==> src/rtl/core_reset_seq.sv <==
// core_reset_seq: merges maskable reset requests into one stretched core reset, plus optional post-download delayed reset.
// Latency: request sampled at edge k drives core_reset from edge k+2 for HOLD_CYCLES cycles (extended by retriggers).
// Backpressure: none; requests are level inputs and are never dropped. Stats outputs exist only with CORE_RESET_SEQ_STATS_EN.
module core_reset_seq #(
   parameter int NUM_SRC      = 4,
   parameter int HOLD_CYCLES  = 1000,
   parameter int CNT_W        = 16,
   parameter int DELAY_CYCLES = 5000000,
   parameter int DLY_W        = 23,
   parameter int POR_PULSE    = 1
) (
   input  logic               clk_sys,
   input  logic               reset,
   input  logic [NUM_SRC-1:0] req,
   input  logic [NUM_SRC-1:0] req_mask,
   input  logic               download,
   input  logic               delay_en,
   output logic               core_reset,
   output logic               delay_pending,
   output logic [NUM_SRC:0]   last_cause,
   output logic [7:0]         reset_count
);

   localparam logic [CNT_W-1:0] HOLD_LOAD = CNT_W'(HOLD_CYCLES);
   localparam logic [DLY_W-1:0] DLY_LOAD  = DLY_W'(DELAY_CYCLES);

   logic [NUM_SRC-1:0] act;
   logic               delayed_fire;
   logic               por;
   logic               req_q;
   logic [CNT_W-1:0]   cnt;
   logic [DLY_W-1:0]   dly;

   // Unmasked sources that are currently requesting a reset.
   assign act = req & ~req_mask;

   // The delayed reset fires on the last count. An active download owns the
   // timer (reload or cancel), so the fire is suppressed while it is high.
   assign delayed_fire  = (dly == DLY_W'(1)) & ~download;
   assign delay_pending = (dly != '0);

   // Request stage: merge all sources plus the one-shot power-on request.
   always_ff @(posedge clk_sys) begin
      if (reset) begin
         por   <= (POR_PULSE != 0);
         req_q <= 1'b0;
      end else begin
         por   <= 1'b0;
         req_q <= (|act) | por | delayed_fire;
      end
   end

   // Hold counter: any request reloads the full length, so pulses stretch without gaps.
   always_ff @(posedge clk_sys) begin
      if (reset) begin
         cnt        <= '0;
         core_reset <= 1'b0;
      end else begin
         if (req_q) begin
            cnt <= HOLD_LOAD;
         end else if (cnt != '0) begin
            cnt <= cnt - CNT_W'(1);
         end
         core_reset <= (cnt != '0);
      end
   end

   // Delay timer: armed during download, cancelled by dropping delay_en mid-download,
   // and free-running (immune to delay_en) once the download has ended.
   always_ff @(posedge clk_sys) begin
      if (reset) begin
         dly <= '0;
      end else if (download) begin
         dly <= delay_en ? DLY_LOAD : '0;
      end else if (dly != '0) begin
         dly <= dly - DLY_W'(1);
      end
   end

`ifdef CORE_RESET_SEQ_STATS_EN
   logic [NUM_SRC:0] cause_q;
   logic [NUM_SRC:0] cause_r;
   logic [7:0]       count_r;

   // Cause snapshot aligned with req_q; the power-on request has no cause bit.
   always_ff @(posedge clk_sys) begin
      if (reset) begin
         cause_q <= '0;
      end else begin
         cause_q <= {delayed_fire, act};
      end
   end

   // Cause latch: a request starting a new pulse (counter idle) replaces the
   // record; requests that land while the pulse is running are accumulated.
   always_ff @(posedge clk_sys) begin
      if (reset) begin
         cause_r <= '0;
      end else if (req_q) begin
         if (cnt == '0) begin
            cause_r <= cause_q;
         end else begin
            cause_r <= cause_r | cause_q;
         end
      end
   end

   // Pulse counter: bumps on the edge where core_reset goes 0->1, saturating at 255.
   always_ff @(posedge clk_sys) begin
      if (reset) begin
         count_r <= '0;
      end else if ((cnt != '0) && !core_reset && (count_r != 8'hFF)) begin
         count_r <= count_r + 8'd1;
      end
   end

   assign last_cause  = cause_r;
   assign reset_count = count_r;
`else
   assign last_cause  = '0;
   assign reset_count = '0;
`endif

endmodule

==> config.mk <==
export PLATFORM = sky130hd
export DESIGN_NAME = core_reset_seq
export DESIGN_NICKNAME = d
export VERILOG_FILES = /design/src/rtl/core_reset_seq.sv
export SDC_FILE = /design/constraint.sdc
export NUM_CORES = 1
export LEC_CHECK = 0
export CAP_MARGIN = 20
export CORE_ASPECT_RATIO = 0.6
export CORE_MARGIN = 2
export CORE_UTILIZATION = 55
export CTS_CLUSTER_SIZE = 30
export DETAILED_ROUTE_END_ITERATION = 12
export PLACE_DENSITY = 0.82
export SLEW_MARGIN = 20
export SYNTH_ARGS = -nofsm -noshare
export SYNTH_HDL_FRONTEND = slang
export SYNTH_SLANG_ARGS = --single-unit
==> constraint.sdc <==
create_clock -name clk_sys -period 2.6 [get_ports clk_sys]
set_clock_uncertainty 0.15 [all_clocks]
set_input_delay 0.26 -clock clk_sys [delete_from_list [all_inputs] [get_ports clk_sys]]
set_output_delay 0.26 -clock clk_sys [all_outputs]
set_load 0.05 [all_outputs]
Word level (Yosys, flattened, before mapping)
Cells that the tools add are included.
- flip-flop bits (word level): 42
- input port bits: 12
- bitwise logic cells: 6
- reduce and logical (&&, ||, !) cells: 6
- mux-type cells: 6
- add/subtract/negate cells: 2
- equal/unequal tests: 1
- operators by type and width (cell ; count):
    $mux 23 ; 3
    $eq 23x1->1 const B ; 1
    $reduce_bool 23->1 ; 1
    $sub 23x1->23 const B ; 1
    $mux 10 ; 2
    $reduce_bool 16->1 ; 1
    $sub 16x1->16 const B ; 1
    $and 4x4->4 ; 1
    $not 4->4 ; 1
    $reduce_bool 2->1 ; 2
    $reduce_or 4->1 ; 1
    $or 1x1->1 ; 2
    $reduce_or 2->1 ; 1
    $and 1x1->1 ; 1
    $mux 1 ; 1
    $not 1->1 ; 1

Longest topological paths before layout
Gate-level depths: netlist of run 1.
- depth in word-level cells: 5
- mapped depth: 8
- mapped depth without buffers: 7

Worst setup path after synthesis of run 1
Ideal clock, no wire load.
- kind: register -> register
- start point: reg cnt[0]
- end point: reg cnt[15]
- clock period less this slack: 2.248 ns
- setup time: 0.129 ns
- stages on the path, launching flop included: 9
- data required time: 2.321 ns
- setup slack: 0.352 ns
- data arrival time: 1.969 ns
- cell sequence: dfxtp_1 > inv_1 > ha_1 > or3b_2 > or4_4 > buf_6 > nand3_1 > xor2_1 > nor2_1
- word-level cells in the longest chain between the ends: 1
- elaborated cells on any way between the ends: 2
- RTL lines (what ; RTL line ; RTL):
    start: declaration ; 31 ; logic [CNT_W-1:0] cnt;
    start signal: assignment ; 62 ; cnt <= cnt - CNT_W'(1);
    $sub 16x1->16 or $reduce_bool 16->1 (tied branches) ; 62, 61 ;
Several ways; a longest one is shown, not always the timed one.
A chain may end at the register's enable or synchronous reset.

Final worst setup path of run 1
- start point: reg dly[2]
- end point: out delay_pending
- word-level cells in the longest chain between the ends: 1
- RTL lines (what ; RTL line ; RTL):
    start: declaration ; 32 ; logic [DLY_W-1:0] dly;
    start signal: assignment ; 74 ; dly <= delay_en ? DLY_LOAD : '0;
    start signal: assignment ; 76 ; dly <= dly - DLY_W'(1);
    $reduce_bool 23->1 ; 40 ; assign delay_pending = (dly != '0);
    end: declaration ; 19 ; output logic delay_pending,
Every way passes these cells.

==> results of run 1 <==
## logic make-up after synthesis
family | count (synthesis) | synth area share
adder cells (fa/ha/maj) | 4 | 0.0225
XOR/XNOR | 26 | 0.102
AND/OR/NAND/NOR | 119 | 0.291
flip-flops | 42 | 0.378
AO/OA/AOI/OAI | 40 | 0.116
other | 1 | 0.00168
buffers and inverters | 35 | 0.0888
## metal layers
layer | part of all wire | vias up
met5 | 0 | -
met4 | 0.0078 | 0
met3 | 0.11 | 5
met2 | 0.38 | 93
met1 | 0.50 | 873
li1 | - | 954
## worst max-delay path, delay by kind of cell (launching register included)
family                 cells  cell delay [ns]
buffers and inverters      2             0.26
flip-flops                 1             0.37
AND/OR/NAND/NOR            3             1.08
## metrics by stage
step / cells / utilization / total power [mW] / area, µm² / hold WS (ns)
floorplan: 279 / - / 1.29 / 2270 / 0.138
global placement: 326 / 0.630 / 1.40 / 2370 / 0.310
detailed placement: 326 / 0.630 / 1.42 / 2370 / 0.312
CTS: 334 / 0.659 / 1.93 / 2480 / 0.323
global route: 334 / 0.659 / 2.04 / 2480 / 0.336
finish: 334 / 0.659 / 1.93 / 2480 / 0.326
## final cells by class
cell class	count	area [µm²]	share of cell area
Multi-Input combinational cell	202	1230	0.497
Sequential cell	42	841	0.339
Timing Repair Buffer	21	188	0.0756
Clock buffer	5	68.8	0.0277
Tap cell	47	58.8	0.0237
Inverter	14	52.6	0.0212
Clock inverter	3	40.0	0.0161
## synthesized netlist by cell type, drive strengths merged (3+ instances only)
| cell | n |
|---|---|
| dfxtp | 42 |
| nor2 | 40 |
| a21oi | 19 |
| buf | 18 |
| nor3 | 17 |
| xnor2 | 15 |
| inv | 14 |
| nand2 | 12 |
| nand3 | 11 |
| xor2 | 11 |
| nor4 | 10 |
| or3 | 6 |
| or4 | 5 |
| and3 | 4 |
| ha | 4 |
| o211ai | 4 |
| a31oi | 3 |
| clkbuf | 3 |
## worst max-delay path by stage
stage | startpoint | to | slack (ns) | depth (start not counted)
2_1_floorplan | cnt[0] | cnt[15] | 0.35 | 8
3_3_place_gp | download | dly[3] | 0.34 | 6
3_5_place_dp | cnt[0] | cnt[15] | 0.27 | 7
4_1_cts | dly[2] | delay_pending | 0.21 | 5
5_1_grt | dly[2] | delay_pending | 0.01 | 5
6_report | dly[2] | delay_pending | 0.18 | 5
## sequential cells by signal, indices dropped and copies added, names as in the netlist
| register | count |
|---|---|
| cnt | 16 |
| por | 1 |
| core_reset | 1 |
| req_q | 1 |
| dly | 23 |
## where the power goes
part	internal, mW	switching, mW
Combinational	0.256	0.384
Sequential	0.709	0.0734
Clock	0.283	0.224
Total	1.25	0.682
==> results.py, run 1 <==
metrics = {
    "worst_setup_path": {
        "arrival_ns": 2.01,
        "rrSetupSlack_ns": 0.25,
        "required_ns": 2.19,
        "worstPathCellList": "nor4_1 > nand4_1 > nor2_2 > inv_2 > buf_4",
        "crit_path_end_kind": "output port",
        "critPathMaxStageDelay_ns": 0.59,
        "r2r_cells": 7,
        "worstSetupPathType": "register to output port",
        "crit_fanout": 6,
        "crit_path_top_delay_cell": "nor4_1",
        "rr_endpoint": "cnt[15]",
        "rr_startpoint": "cnt[0]",
        "start_kind": "register",
    },
    "clocking": {
        "clk_latency_ns": 0.30,
        "ctsRootBufferMaster": "clkbuf_8",
        "path_clk_slew_ns": 0.08,
        "hold_buffers": 0,
        "cts_buffer_depth": 2,
        "cts_sinks": 42,
        "cts_buffers": 5,
        "h-tree-depth": 2,
        "tritoncts": "built",
        "ctsResizeCount": 0,
        "post-cts-setup-buffer-count": 0,
    },
    "timing": {
        "slew_violations": 0,
        "fin_ws_ns": 0.179,
        "hold_viol_final": 0,
        "fin_crit_sh": 0.931,
        "max_slew_margin": 0.587,
        "setup_viol": 0,
        "rsz0062_at_grt": "no",
        "fin_setup_tns_ns": 0,
        "worstMarginPinSlew_ns": 0.614,
        "fin_crit_ns": 2.42,
        "max_freq_ghz": 0.413,
    },
    "grt": {
        "grt_pass1_wl_um": 8050,
        "overflow": 0,
        "use_met3": 0.0733,
        "use_met2": 0.311,
        "grt_pass1_vias": 1575,
        "antenna_found_initial": 0,
        "use_met1": 0.360,
        "grt.busiest_layer": "met1",
        "grt_use_total": 0.234,
        "grt_max_degree": 19,
    },
    "floorplan": {
        "core_area_um2": 3760,
        "start_util": 0.592,
        "chipHeight_um": 53.3,
        "rows": 17,
        "die_w_um": 86.2,
        "ioPinCount": 27,
        "dieArea_um2": 4590,
    },
    "logic_synthesis": {
        "synth_top_area_cell": "dfxtp_1",
        "seq_area_frac_synth": 0.378,
        "synth_top_area_frac": 0.378,
        "synth_edf_count": 0,
        "synth_area_leaders": "dfxtp_1 (38%), nor2_1 (6.6%), xnor2_1 (5.9%)",
        "synth_cells": 267,
        "synthesis.area_um2": 2230,
        "avgSynthCellArea_um2": 8.34,
        "yosys_warnings": 0,
        "synth.distinct_cells": 51,
        "synthFlopType": "dfxtp_1",
        "synthArstFlopShare": 0,
        "synth-seq-cells": 42,
    },
    "drt": {
        "drc": 0,
        "num_vias": 1925,
        "initialDrtViolationCount": 261,
        "avgViaCountPerCell": 5.76,
        "postRouteAntennaNets": 0,
        "wl_per_cell_um": 14.6,
        "dr.pass1.iters": 5,
        "drt_wl_total_um": 4880,
    },
    "status": {
        "outcome": "complete, no violations",
    },
    "cells_and_area": {
        "fin_nets": 302,
        "fillerInstances": 321,
        "syn_to_final_growth_pct": 11.5,
        "drive_gt1_frac": 0.101,
        "final_common_cell": "dfxtp_1",
        "diodes": 0,
        "final_cell_mix": "dfxtp_1 (42), nor2_1 (39), a21oi_1 (19)",
    },
    "min_path": {
        "holdCritStartpoint": "dly[22]",
        "hold_path_class": "register to register",
        "hold_path_depth": 2,
        "hold_end": "dly[22]",
    },
    "placement": {
        "hpwl_um": 3680,
        "preCtsSetupSlack_ns": 0.273,
        "place.gp.congestion": 0.951,
        "io_buffers": 13,
    },
    "power_and_ir_drop": {
        "power_density_nw_per_um2": 777,
        "ir_drop_v": 0.000420,
        "leakage_nw": 0.989,
    },
    "flow_run": {
        "maxCapViolCount": 0,
    },
}
(Power assumes the default switching activity.)
==> run 2: changes to the inputs <==
- CELL_PAD_IN_SITES_DETAIL_PLACEMENT: unset -> 2
- CELL_PAD_IN_SITES_GLOBAL_PLACEMENT: unset -> 2
- CORE_UTILIZATION: 55 -> 33
- SKIP_LAST_GASP: unset -> 1
==> results.py, run 2 (synthesis gave the netlist of run 1 again) <==
metrics = {
    "status": {
        "outcome": "complete, no violations",
    },
    "timing": {
        "fin_crit_sh": 0.925,
        "holdWs_ns": 0.337,
        "fin_crit_ns": 2.41,
        "worstMarginPinSlew_ns": 0.710,
        "setup_viol": 0,
        "rsz0062_at_grt": "no",
        "max_freq_ghz": 0.416,
        "hold_viol_final": 0,
        "max_slew_margin": 0.522,
        "slew_violations": 0,
        "fin_ws_ns": 0.195,
        "fin_setup_tns_ns": 0,
    },
    "clocking": {
        "tritoncts": "built",
        "clk_latency_ns": 0.30,
        "path_clk_slew_ns": 0.08,
        "cts_buffers": 5,
        "ctsResizeCount": 0,
        "cts_buffer_depth": 2,
        "cts_sinks": 42,
        "hold_buffers": 0,
        "ctsRootBufferMaster": "clkbuf_8",
        "h-tree-depth": 2,
        "post-cts-setup-buffer-count": 0,
    },
    "worst_setup_path": {
        "startpoint": "dly[2]",
        "rr_startpoint": "cnt[0]",
        "worstPathCellList": "nor4_1 > nand4_1 > buf_4 > nor2_2 > inv_2 > buf_4",
        "crit_path_top_delay_cell": "nor4_1",
        "crit_fanout": 6,
        "crit_end": "delay_pending",
        "crit_path_end_kind": "output port",
        "rr_endpoint": "cnt[15]",
        "required_ns": 2.19,
        "arrival_ns": 2.00,
        "critPathMaxStageDelay_ns": 0.44,
        "worstSetupPathType": "register to output port",
        "rrSetupSlack_ns": 0.23,
        "path_common_cell": "buf_4",
        "r2r_cells": 7,
        "start_kind": "register",
    },
    "cells_and_area": {
        "reg_top3": "dly x23, cnt x16",
        "fin_nets": 306,
        "final_cell_mix": "dfxtp_1 (42), nor2_1 (39), a21oi_1 (19)",
        "final_common_cell": "dfxtp_1",
        "ff_latch_area_um2": 841,
        "fillerInstances": 743,
        "multi_input_comb_area_um2": 1230,
        "syn_to_final_growth_pct": 13.9,
        "diodes": 0,
        "drive_gt1_frac": 0.107,
        "largest_reg_flops": 23,
        "largest_register": "dly",
    },
    "floorplan": {
        "core_area_um2": 6590,
        "chipHeight_um": 67.6,
        "ioPinCount": 27,
        "dieArea_um2": 7440,
        "die_w_um": 110,
        "rows": 23,
        "start_util": 0.338,
    },
    "power_and_ir_drop": {
        "power_density_nw_per_um2": 763,
        "ir_drop_v": 0.000251,
        "leakage_nw": 0.992,
        "p_total_mw": 1.94,
    },
    "drt": {
        "drt_wl_total_um": 6960,
        "drc": 0,
        "postRouteAntennaNets": 0,
        "avgViaCountPerCell": 5.30,
        "wl_per_cell_um": 18.5,
        "dr.pass1.iters": 4,
        "num_vias": 1993,
        "initialDrtViolationCount": 95,
    },
    "grt": {
        "antenna_found_initial": 0,
        "overflow": 0,
        "grt_pass1_vias": 2114,
        "grt_pass1_wl_um": 11300,
        "grt_max_degree": 19,
        "grt_use_total": 0.204,
    },
    "placement": {
        "preCtsSetupSlack_ns": 0.236,
        "hpwl_um": 5270,
        "io_buffers": 13,
        "place.gp.congestion": 0.882,
    },
    "min_path": {
        "hold_path_class": "register to register",
        "holdCritStartpoint": "dly[22]",
        "hold_path_depth": 2,
    },
    "flow_run": {
        "maxCapViolCount": 0,
    },
}
run 2: how the worst min path moves through the flow:
stage	end	slack, ns
after floorplan	por	0.14
after global placement	dly[22]	0.31
after detailed placement	dly[22]	0.32
after CTS	dly[22]	0.34
after global routing	dly[22]	0.37
final	dly[22]	0.34
run 2: final cells by class:
cell class / instances / share of cell area
tap: 87 / 0.0429
sequential: 42 / 0.332
multi-input combinational: 202 / 0.486
inverter: 14 / 0.0207
timing repair buffer: 25 / 0.0858
clock buffer: 6 / 0.0326
run 2: per-layer routing:
metal / track usage / vias to the layer above / part of all wire
met4: 0.0601 / 0 / 0.0066
met1: 0.295 / 988 / 0.51
met5: 0 / - / 0
li1: - / 951 / -
met2: 0.308 / 49 / 0.44
met3: 0.0386 / 5 / 0.048
run 2: metrics by stage:
step | instances | cell area (µm²) | utilization
detailed placement | 370 | 2450 | 0.372
global route | 376 | 2540 | 0.385
CTS | 376 | 2540 | 0.385
global placement | 370 | 2450 | 0.372
finish | 376 | 2540 | 0.385
floorplan | 279 | 2270 | -
run 2: where the power goes:
group	total (mW)	leakage, nW	switching, mW	internal, mW
logic	0.708	0.603	0.429	0.279
registers	0.793	0.346	0.0843	0.709
clock network	0.434	0.0431	0.228	0.205
total	1.94	0.992	0.742	1.19
run 2: critical path: cells and delay by family (launching register included):
family	cells	cell delay [ns]
buffers and inverters	3	0.50
DFF	1	0.40
and+or+nand+nor	3	0.79
==> run 3: changes to the inputs <==
- CTS_CLUSTER_DIAMETER: unset -> 120
==> results of run 3 <==
No change in the layout: final DEF, timing and power equal those of run 2.
